--- src/rtl/mem_arb_pkg.sv ---
// mem_arb_pkg: shared state encoding and port/direction constants for the memory request arbiter
package mem_arb_pkg;
  typedef enum logic [1:0] {IDLE, ISSUE, XFER, DRAIN} state_t;
  localparam int PORT_IC = 0;
  localparam int PORT_DC = 1;
  localparam int PORT_UC = 2;
  localparam logic RW_READ = 1'b0;
  localparam logic RW_WRITE = 1'b1;
endpackage

--- src/rtl/mem_req_arbiter_rr_picker.sv ---
// rr_picker: combinational round-robin winner search starting just after the last granted index
// ports: req (request vector), last (previous winner index) -> winner (one-hot), idx, valid
module rr_picker #(
  parameter int NREQ = 3,
  parameter int IW = $clog2(NREQ)
) (
  input  logic [NREQ-1:0] req,
  input  logic [IW-1:0]   last,
  output logic [NREQ-1:0] winner,
  output logic [IW-1:0]   idx,
  output logic            valid
);
  // scan from farthest to nearest so the nearest set bit after last wins
  always_comb begin
    winner = '0;
    idx = '0;
    valid = 1'b0;
    for (int k = NREQ; k >= 1; k--)
      if (req[(int'(last) + k) % NREQ]) begin
        winner = NREQ'(1) << ((int'(last) + k) % NREQ);
        idx = IW'((int'(last) + k) % NREQ);
        valid = 1'b1;
      end
  end
endmodule

--- src/rtl/mem_req_arbiter.sv ---
// mem_req_arbiter: round-robin sharing of one AXI controller request port among NREQ requesters
// requester side: req_i/rw_i/addr_i/wdata_i/len_i/fifo_*_i in, done_o/rdata_o/grant_o out
// controller side: m_req_o/m_rw_o/m_addr_o/m_wdata_o/m_len_o/m_fifo_*_o out, m_done_i/m_rdata_i in
module mem_req_arbiter
  import mem_arb_pkg::*;
#(
  parameter int NREQ = 3,
  parameter int AW = 64,
  parameter int DW = 64
) (
  input  logic              clk,
  input  logic              rst,
  input  logic [NREQ-1:0]   req_i,
  input  logic [NREQ-1:0]   rw_i,
  input  logic [NREQ*AW-1:0] addr_i,
  input  logic [NREQ*DW-1:0] wdata_i,
  input  logic [NREQ*8-1:0] len_i,
  input  logic [NREQ*9-1:0] fifo_idx_i,
  input  logic [NREQ-1:0]   fifo_done_i,
  input  logic [NREQ-1:0]   fifo_wen_i,
  output logic [NREQ-1:0]   done_o,
  output logic [DW-1:0]     rdata_o,
  output logic [NREQ-1:0]   grant_o,
  output logic              m_req_o,
  output logic              m_rw_o,
  output logic [AW-1:0]     m_addr_o,
  output logic [DW-1:0]     m_wdata_o,
  output logic [7:0]        m_len_o,
  input  logic              m_done_i,
  input  logic [DW-1:0]     m_rdata_i,
  output logic [8:0]        m_fifo_idx_o,
  output logic              m_fifo_done_o,
  output logic              m_fifo_wen_o
);
  localparam int IW = $clog2(NREQ);
  state_t state;
  logic [IW-1:0] g, last, p_idx;
  logic [NREQ-1:0] p_hot;
  logic p_valid, in_xfer;
  rr_picker #(.NREQ(NREQ), .IW(IW)) u_pick (
    .req(req_i),
    .last(last),
    .winner(p_hot),
    .idx(p_idx),
    .valid(p_valid)
  );
  always_ff @(posedge clk) begin
    if (rst) begin
      state <= IDLE;
      g <= '0;
      last <= IW'(NREQ - 1);
      grant_o <= '0;
      m_req_o <= 1'b0;
      m_rw_o <= 1'b0;
      m_addr_o <= '0;
      m_wdata_o <= '0;
      m_len_o <= '0;
    end else begin
      case (state)
        // a lingering m_done_i (e.g. after an abort) must clear before a new grant
        IDLE: if (p_valid && !m_done_i) begin
          g <= p_idx;
          grant_o <= p_hot;
          m_req_o <= 1'b1;
          m_rw_o <= rw_i[p_idx];
          m_addr_o <= addr_i[p_idx*AW +: AW];
          m_wdata_o <= wdata_i[p_idx*DW +: DW];
          m_len_o <= len_i[p_idx*8 +: 8];
          state <= ISSUE;
        end
        ISSUE: if (m_done_i) begin
          m_req_o <= 1'b0;
          state <= XFER;
        end
        XFER: if (fifo_done_i[g]) state <= DRAIN;
        DRAIN: if (!m_done_i) begin
          last <= g;
          grant_o <= '0;
          state <= IDLE;
        end
      endcase
    end
  end
  assign in_xfer = state == XFER;
  assign done_o = in_xfer && m_done_i ? grant_o : '0;
  assign rdata_o = m_rdata_i;
  assign m_fifo_idx_o = in_xfer ? fifo_idx_i[g*9 +: 9] : '0;
  assign m_fifo_done_o = in_xfer && fifo_done_i[g];
  assign m_fifo_wen_o = in_xfer && fifo_wen_i[g];
endmodule

--- config.mk ---
export PLATFORM = sky130hd
export DESIGN_NAME = mem_req_arbiter
export DESIGN_NICKNAME = d
export VERILOG_FILES = /design/src/rtl/mem_arb_pkg.sv /design/src/rtl/mem_req_arbiter_rr_picker.sv /design/src/rtl/mem_req_arbiter.sv
export SDC_FILE = /design/constraint.sdc
export NUM_CORES = 1
export LEC_CHECK = 0
export CAP_MARGIN = 20
export CORE_AREA = 2 2 288 290
export CTS_CLUSTER_SIZE = 28
export DETAILED_ROUTE_END_ITERATION = 7
export DIE_AREA = 0 0 290 292
export SYNTH_ARGS = -nofsm -noshare
export SYNTH_HDL_FRONTEND = slang
export SYNTH_HIERARCHICAL = 1
export SYNTH_SLANG_ARGS = --single-unit
export TNS_END_PERCENT = 5
--- constraint.sdc ---
create_clock -name clk -period 5.6 [get_ports clk]
set_input_delay 1.12 -clock clk [delete_from_list [all_inputs] [get_ports clk]]
set_output_delay 1.12 -clock clk [all_outputs]
set_load 0.02 [all_outputs]
---- Yosys cells after proc, flatten, opt, wreduce, memory -nomap -nowiden ----
Cells that the tools add are included.
cells by class
  $add $sub $neg .......................... 3
  multipliers ............................. 1
  div/mod/pow operators ................... 3
  order comparisons ....................... 5
  eq/ne operators ......................... 7
  shifts and indexed selects .............. 7
  mux-type cells .......................... 37
  bitwise gates (word level) .............. 1
  reductions and logical operators ........ 13
operators with widths
  operator                                                      number
  indexed part select 192 x 9 -> 64 bit                         2
  less-than comparator 32 x 4 -> 1 bit (second input constant)  3
  modulo 32 x 3 -> 32 bit (second input constant)               3
  << shifter 1 x 32 -> 3 bit (first input constant)             3
  indexed part select 27 x 7 -> 9 bit                           1
  indexed part select 24 x 6 -> 8 bit                           1
  2-to-1 mux 3 bit                                              6
  2-to-1 mux 1 bit                                              14
  2-to-1 mux 2 bit                                              7
  binary-select mux 1 bit (select 2 bit)                        6
  2-to-1 mux 9 bit                                              1
  case mux 2 bit (4 select lines)                               1
  adder 2 x 2 -> 3 bit (second input constant)                  2
  less-than comparator 2 x 3 -> 1 bit (second input constant)   2
  multiplier 2 x 4 -> 6 bit (second input constant)             1
  != test 2 bit (second input constant)                         3
  case mux 3 bit (2 select lines)                               1
  AND reduction 3 bit                                           2
  == test 2 bit (second input constant)                         2
  logical AND 1 bit                                             4
  AND reduction 2 bit                                           2
  AND reduction 4 bit                                           1
  nonzero test 2 bit                                            2
  adder 2 x 1 -> 3 bit (second input constant)                  1
  6 further kinds                                               6
storage, ports and cells
  flip-flop bits (word level) ............. 147
  latch bits .............................. 0
  bits in writable memories ............... 0
  bits in read-only memories .............. 0
  logic and storage cells ................. 86
  memories ................................ 0

---- Depth between registers and ports, before layout ----
Gate-level depths: netlist of the first run.
  depth after elaboration ................. 11
  mapped depth ............................ 14
  mapped depth without buffers ............ 10

---- Modules after synthesis ----
The synthesis of the first run kept the hierarchy.
modules (own cells, without submodules)
  module           instances  cells an instance  area each (um^2)  seq. area each (um^2)
  mem_req_arbiter  1          1082               9162.5            2942.8
  rr_picker        1          36                 256.5             0.0

---- Worst setup path before layout of the first run ----
Ideal clock, no wire load.
  path type ............................... input port to flip-flop
  from .................................... in req_i[1]
  to ...................................... reg m_addr_o[11]
  setup time .............................. 0.146 ns
  data arrival time ....................... 2.970 ns
  slack ................................... 2.483 ns
  cell stages on the path ................. 11
  path through ............................ mux2i_1 mux2i_1 or4b_1 o211ai_1 buf_4 buf_6 buf_6 mux2i_1 nor2_1 a21oi_1 a211oi_2
on the way
  elaborated cells between the ends (all ways) .. 18
  those cells by class .................... shift: 1; mux: 15; reduce/logical: 2
RTL lines
  item                                                 line                             RTL
  from (decl)                                          mem_req_arbiter.sv:13            input logic [NREQ-1:0] req_i,
  binary-select mux 1 bit (select 2 bit)               mem_req_arbiter_rr_picker.sv:19  if (req[(int'(last) + k) % NREQ]) begin
  2-to-1 mux 1 bit (not written as such) (2 in a row)  mem_req_arbiter_rr_picker.sv:19
  2-to-1 mux 2 bit (2 in a row)                        mem_req_arbiter_rr_picker.sv:19
  2-to-1 mux 2 bit *                                   mem_req_arbiter_rr_picker.sv:19
  named net p_idx[0]                                   mem_req_arbiter.sv:37            logic [IW-1:0] g, last, p_idx;
  indexed part select 192 x 9 -> 64 bit *              mem_req_arbiter.sv:66            m_addr_o <= addr_i[p_idx*AW +: AW];
  to (signal assigned)                                 mem_req_arbiter.sv:66
  to (decl)                                            mem_req_arbiter.sv:26            output logic [AW-1:0] m_addr_o,
The timed path passes the listed nets; every way through them passes the cells marked *. The select of a mux whose other input is x is not followed.
A chain may end at the register's enable or synchronous reset.

---- Final worst setup path of the first run ----
  from .................................... in req_i[1]
  to ...................................... reg m_wdata_o[5]
on the way
  elaborated cells between the ends (all ways) .. 18
  those cells by class .................... shift: 1; mux: 15; reduce/logical: 2
RTL lines
  item                                                 line                             RTL
  binary-select mux 1 bit (select 2 bit)               mem_req_arbiter_rr_picker.sv:19
  2-to-1 mux 1 bit (not written as such) (2 in a row)  mem_req_arbiter_rr_picker.sv:19
  2-to-1 mux 2 bit (2 in a row)                        mem_req_arbiter_rr_picker.sv:19
  2-to-1 mux 2 bit *                                   mem_req_arbiter_rr_picker.sv:19
  named net p_idx[0]                                   mem_req_arbiter.sv:37
  indexed part select 192 x 9 -> 64 bit *              mem_req_arbiter.sv:67            m_wdata_o <= wdata_i[p_idx*DW +: DW];
  to (signal assigned)                                 mem_req_arbiter.sv:67
  to (decl)                                            mem_req_arbiter.sv:27            output logic [DW-1:0] m_wdata_o,
Marked as above.

==> qor.csv, run 1 <==
stage;metric;value;unit
global_route;track_usage;10.3;%
setup_path;reg2reg_to;m_wdata_o[5];
cts;holdBufCountCts;0;
setup_path;critPathKind;input pin to flop;
global_route;grt_pass1_wl;65.3;mm
synthesis;ys_ff_latch;147;
global_route;grt_max_degree;141;
setup_path;crit_end;m_wdata_o[5];
setup_path;worst_ep_required_time;5.92;ns
cts;cts_inserted_buffers;17;
setup_path;arrival;4.39;ns
setup_path;crit_path_end_kind;flop;
synthesis;synth-seq-area-share;31.2;%
synthesis;syn_inst;1118;
synthesis;yosysTopAreaCell;dfxtp_1;
detailed_routing;drt_first_pass_iters;4;
floorplan;dieArea;84700;um^2
floorplan;core.rowCount;105;
setup_path;cp-startpoint;req_i[1];
detailed_routing;routed_via_density;3.64;
sta;hold_viol_final;0;
global_route;grt_overflow;0;
power_and_ir_drop;design_power_total;5720;uW
sta;skew;0.0179;ns
sta;drv_slew;0;
synthesis;yosysTopAreaCellShare;31.2;%
finish;drive_above_1_share;8.85;%
sta;finalSetupViolations;0;
cts;cts_tree;built;
synthesis;synthesis.area;9420;um^2
detailed_routing;drtIter0Drc;358;
sta;period_share;72.7;%
sta;min_period;4.07;ns
setup_path;timing.rr.start;last[0];
placement;finalWeightedCongestion;0.763;
sta;slew_headroom;28.7;%
cts;htree_levels;4;
cts;cts_resized;0;
placement;place_ws;1.10;ns
run;maxCapViolations;0;
placement;place.port_buffers;604;
synthesis;synth.area.top_cells;dfxtp_1 31%, mux2i_1 17%, a211oi_2 12%;
detailed_routing;num_vias;9731;
power_and_ir_drop;pwr_density_cell;346;nW/um^2
setup_path;ff2ff_path_depth;10;
floorplan;core_area;81600;um^2
finish;final_cells;2677;
detailed_routing;drc;0;
global_route;antenna_found_initial;9;
global_route;grt_pass1_vias;9688;
finish;syn2layout_area_growth;75.7;%
floorplan;start_util;11.5;%
cts;clkLatencyLatePin;0.48;ns
cts;path_clk_slew;0.07;ns
sta;setup_ws;1.53;ns
synthesis;syn_area_per_cell;8.42;um^2
cts;post-cts-setup-buffer-count;0;
detailed_routing;wl_per_cell;16.7;um
placement;detailed_place_hpwl;35.2;mm
setup_path;cp_max_fo;81;
sta;worst_pin_slew;1.07;ns
sta;max_freq;246;MHz
floorplan;die_h;292;um
hold_path;min_path_type;flop to flop;
floorplan;dieWidth;290;um
synthesis;synth_nets;1641;
placement;dp_cells;2643;
sta;fin_tns_setup;0;ns
detailed_routing;wl;44.6;mm
setup_path;cp-start-kind;input pin;
finish;nNetsFinal;2115;
sta;rsz0062_at_grt;no;
power_and_ir_drop;peakVddDrop;0.335;mV
synthesis;ys_warn_count;6;
cts;cts_root_buf;clkbuf_16;
cts;clockBufferDepth;2;
cts;cts.sinks;147;
outcome;status;complete, no violations;
setup_path;r2r_setup_slack;1.92;ns
synthesis;synth.distinct_cells;38;
power_and_ir_drop;p_leak;0.00572;uW
floorplan;pin_count;733;
finish;final_core_util;20.3;%
detailed_routing;antenna_left;0;
## power by group
part | switching, uW | internal, uW
Combinational | 1580 | 1380
Clock | 553 | 661
Sequential | 179 | 1360
## critical path, stage by stage
cell and delay (ns):
clkdlybuf4s50_1 0.49, mux2i_1 0.21, mux2i_1 0.12, or4b_1 0.54, o211ai_1 0.42, buf_12 0.38, nor2b_4 0.07, buf_4 0.33
a21oi_1 0.35, a211oi_2 0.09
## registers in the layout, indices dropped and copies added (netlist names)
| name | flops |
|---|---|
| m_addr_o | 64 |
| m_wdata_o | 64 |
| m_len_o | 8 |
| grant_o | 3 |
| g | 2 |
| last | 2 |
| state | 2 |
| m_req_o | 1 |
| m_rw_o | 1 |
## synthesized netlist by cell type
master and n:
a211o_1 1, a211oi_1 46, a211oi_2 92, a21o_1 1, a21oi_1 142, a2bb2oi_1 1, a32oi_1 1, and2_1 10
and3_1 3, buf_1 5, buf_2 43, buf_4 68, buf_6 9, buf_8 5, clkbuf_1 32, dfxtp_1 147
ha_1 9, inv_1 6, mux2i_1 159, nand2_1 15, nand2b_1 5, nand3b_1 1, nor2_1 282, nor2_4 1
nor2b_1 8, nor2b_2 1, nor3_1 2, o211ai_1 2, o21a_1 1, o21ai_0 11, o21ai_2 1, o21bai_1 1
o22ai_1 1, o31ai_1 1, o32a_1 1, or2b_1 1, or3_2 1, or4b_1 2
## cells by family after synthesis
group / share of synthesized area (%)
adders and majority gates: 1.20
muxes: 16.9
and+or+nand+nor: 14.3
AOI/OAI and AO/OA: 25.0
DFF: 31.2
buffers and inverters: 11.3
## metrics by stage
stage	cell area (um^2)	hold WS, ns
3_3_place_gp	16000	0.463
6_report	16500	0.492
4_1_cts	16500	0.494
3_5_place_dp	16000	0.476
5_1_grt	16500	0.507
2_1_floorplan	9420	0.484
## metal layers
| layer | vias up | part of all wire [%] | global-route usage [%] |
|---|---|---|---|
| met5 | - | 0.076 | 0 |
| met4 | 6 | 2.6 | 4.08 |
| met3 | 63 | 8.7 | 4.20 |
| met2 | 443 | 50 | 17.9 |
| met1 | 4408 | 39 | 11.3 |
| li1 | 4811 | - | - |
## worst min path at each step
| stage | from | endpoint | slack [ns] | cells after the start |
|---|---|---|---|---|
| 2_1_floorplan | state[1] | state[1] | 0.48 | 2 |
| 3_3_place_gp | m_req_o | m_req_o | 0.46 | 2 |
| 3_5_place_dp | m_req_o | m_req_o | 0.48 | 2 |
| 4_1_cts | m_req_o | m_req_o | 0.49 | 2 |
| 5_1_grt | m_req_o | m_req_o | 0.51 | 2 |
| 6_report | m_req_o | m_req_o | 0.49 | 2 |
## area by class of cell
type,instances,area (um^2)
Fill cell,9048,65000
Timing Repair Buffer,617,6230
Multi-Input combinational cell,803,5430
Sequential cell,147,2940
Tap cell,1070,1340
Clock buffer,18,429
Clock inverter,14,151
Inverter,6,22.5
Antenna cell,2,5.00
## layout by cell type, fill, tap and decap left out, types with 7 or more instances in the layout
cell / n
ha_1: 9
dfxtp_1: 147
buf_12: 7
mux2i_1: 159
clkbuf_16: 17
nor2b_1: 8
a211oi_2: 92
nand2_1: 15
a211oi_1: 46
a21oi_1: 142
clkdlybuf4s50_1: 603
o21ai_0: 11
nor2_1: 282
and2_1: 10
Note: power is estimated with default switching activity, not from simulation.
==> run 2, diff against run 1 <==
clock period = 4.15 ns   (was 5.6 ns; I/O delays follow)
==> run 2 against run 1 <==
Against the previous run:
- sequential share of layout area fell by 0.42 points
- clock skew grew 0.0024 ns
- combinational power increased by 40%
- worst setup slack worse by 1.0 ns
- first-iteration DRC count shrank 26%
- register-to-register slack worse by 1.2 ns
- critical path type is now flop to output port
- die area unchanged
- design area rose by 2.4%
- total power rose by 39%
- final cell count up 1.2%
- highest routed layer unchanged
- global-route usage increased by 0.18 points
- critical path depth is 6 lower
==> qor.csv, run 2 (synthesis gave the netlist of run 1 again) <==
stage;metric;value;unit;change
floorplan;die_h;292;um;unchanged
sta;drv_slew;0;;unchanged
global_route;grt_max_degree;85;;-40%
finish;nNetsFinal;2148;;+1.6%
floorplan;start_util;11.5;%;unchanged
finish;n_fill_cell;9055;;+0.077%
placement;place.port_buffers;604;;unchanged
finish;final_cells;2709;;+1.2%
floorplan;dieArea;84700;um^2;unchanged
global_route;antenna_found_initial;6;;-3
cts;cts_root_buf;clkbuf_16;;
run;maxCapViolations;0;;unchanged
sta;skew;0.0203;ns;+0.00241 ns
detailed_routing;antenna_left;0;;unchanged
sta;worst_pin_slew;0.775;ns;-0.296 ns
sta;setup_ws;0.497;ns;-1.03 ns
setup_path;arrival;2.82;ns;-1.57 ns
global_route;grt_pass1_wl;66.0;mm;+1.1%
cts;clkLatencyLatePin;0.47;ns;about the same
setup_path;crit_path_end_kind;output port;;
sta;rsz0062_at_grt;no;;
sta;slew_headroom;48.2;%;+20 points
cts;post-cts-setup-buffer-count;0;;unchanged
sta;max_freq;274;MHz;
sta;holdWs;0.486;ns;-0.00657 ns
finish;drive_above_1_share;10.6;%;+1.8 points
finish;multi_input_area;5430;um^2;unchanged
sta;period_share;88.0;%;
cts;cts_inserted_buffers;17;;unchanged
global_route;grt_overflow;0;;unchanged
power_and_ir_drop;peakVddDrop;0.289;mV;-14%
floorplan;pin_count;733;;unchanged
floorplan;dieWidth;290;um;unchanged
placement;detailed_place_hpwl;36.3;mm;+3.3%
outcome;status;complete, no violations;;
finish;final_cell_mix;603 x clkdlybuf4s50_1, 282 x nor2_1, 159 x mux2i_1;;
setup_path;critPathKind;flop to output port;;
setup_path;cp-start-kind;flop;;
floorplan;core.rowCount;105;;unchanged
cts;cts.sinks;147;;unchanged
cts;htree_levels;4;;unchanged
detailed_routing;drt_first_pass_iters;4;;unchanged
placement;finalWeightedCongestion;0.770;;+0.89%
power_and_ir_drop;pwr_density_cell;469;nW/um^2;+36%
global_route;grt_pass1_vias;9863;;+1.8%
detailed_routing;wl_per_cell;16.8;um;+0.70%
cts;cts_tree;built;;
power_and_ir_drop;p_leak;0.00594;uW;+3.9%
sta;finalSetupViolations;0;;unchanged
sta;fin_tns_setup;0;ns;unchanged
detailed_routing;num_vias;9797;;+0.68%
finish;final_common_cell;clkdlybuf4s50_1;;
cts;clockBufferDepth;2;;unchanged
detailed_routing;wl;45.5;mm;+1.9%
global_route;track_usage;10.5;%;+0.18 points
cts;path_clk_slew;0.08;ns;about the same
detailed_routing;drc;0;;unchanged
placement;place_ws;0.135;ns;-0.960 ns
sta;hold_viol_final;0;;unchanged
setup_path;r2r_setup_slack;0.77;ns;-1.15 ns
placement;dp_cells;2676;;+1.2%
detailed_routing;routed_via_density;3.62;;-0.51%
finish;final_core_util;20.8;%;+0.49 points
setup_path;cp_max_fo;14;;-83%
sta;min_period;3.65;ns;
setup_path;worst_ep_required_time;3.32;ns;-2.60 ns
cts;cts_resized;0;;unchanged
detailed_routing;drtIter0Drc;266;;-26%
finish;syn2layout_area_growth;79.9;%;
finish;seqCellArea;2940;um^2;unchanged
cts;holdBufCountCts;0;;unchanged
floorplan;core_area;81600;um^2;unchanged
finish;largestRegisters;m_addr_o x64, m_wdata_o x64, m_len_o x8;;
hold_path;min_path_type;flop to flop;;
[run 2: worst max-delay path, stage by stage, from the launching register on]
cell             delay (ns)
dfxtp_1                0.61
nor2b_1                0.69
a2bb2oi_1              0.27
nor2b_1                0.15
clkdlybuf4s50_1        0.63
[run 2: path summary, 6_finish.rpt]
kind | startpoint | end | cells past startpoint
max | g[1] | m_fifo_done_o | 4
max reg2reg | last[0] | m_addr_o[1] | 11
min reg2reg | m_req_o | m_req_o | 2
min | m_req_o | m_req_o | 2
[run 2: layer usage]
| layer | routed length, um | share of wire, % | track usage [%] | vias up |
|---|---|---|---|---|
| li1 | - | - | - | 4866 |
| met1 | 18500 | 41 | 11.8 | 4440 |
| met2 | 22300 | 49 | 18.3 | 429 |
| met3 | 3520 | 7.7 | 3.68 | 60 |
| met4 | 1240 | 2.7 | 4.04 | 2 |
| met5 | 13 | 0.029 | 0 | - |
[run 2: area by class of cell]
class / instances / share of cell area, %
diodes: 2 / 0.0295
clock buffers: 21 / 2.78
clock inverters: 10 / 0.871
inverters: 6 / 0.133
multi-input cells: 803 / 32.0
flip-flops and latches: 147 / 17.4
well taps: 1070 / 7.90
repair buffers: 650 / 38.9
[run 2: where the power goes]
part / total, uW / internal, uW / switching, uW / leakage, uW
Clock: 1730 / 997 / 735 / 0.000292
Sequential: 2070 / 1830 / 235 / 0.00121
Combinational: 4150 / 1970 / 2180 / 0.00444
[run 2: metrics by stage]
stage	total power (uW)	cell area, um^2
2_1_floorplan	4510	9420
3_3_place_gp	6270	16300
3_5_place_dp	6290	16300
4_1_cts	8140	16900
5_1_grt	8490	16900
6_report	7950	16900
==> run 3, diff against run 2 <==
CAP_MARGIN = not set   (was 20)
==> results of run 3 <==
The final DEF is identical to that of run 2; final timing and power are the same.
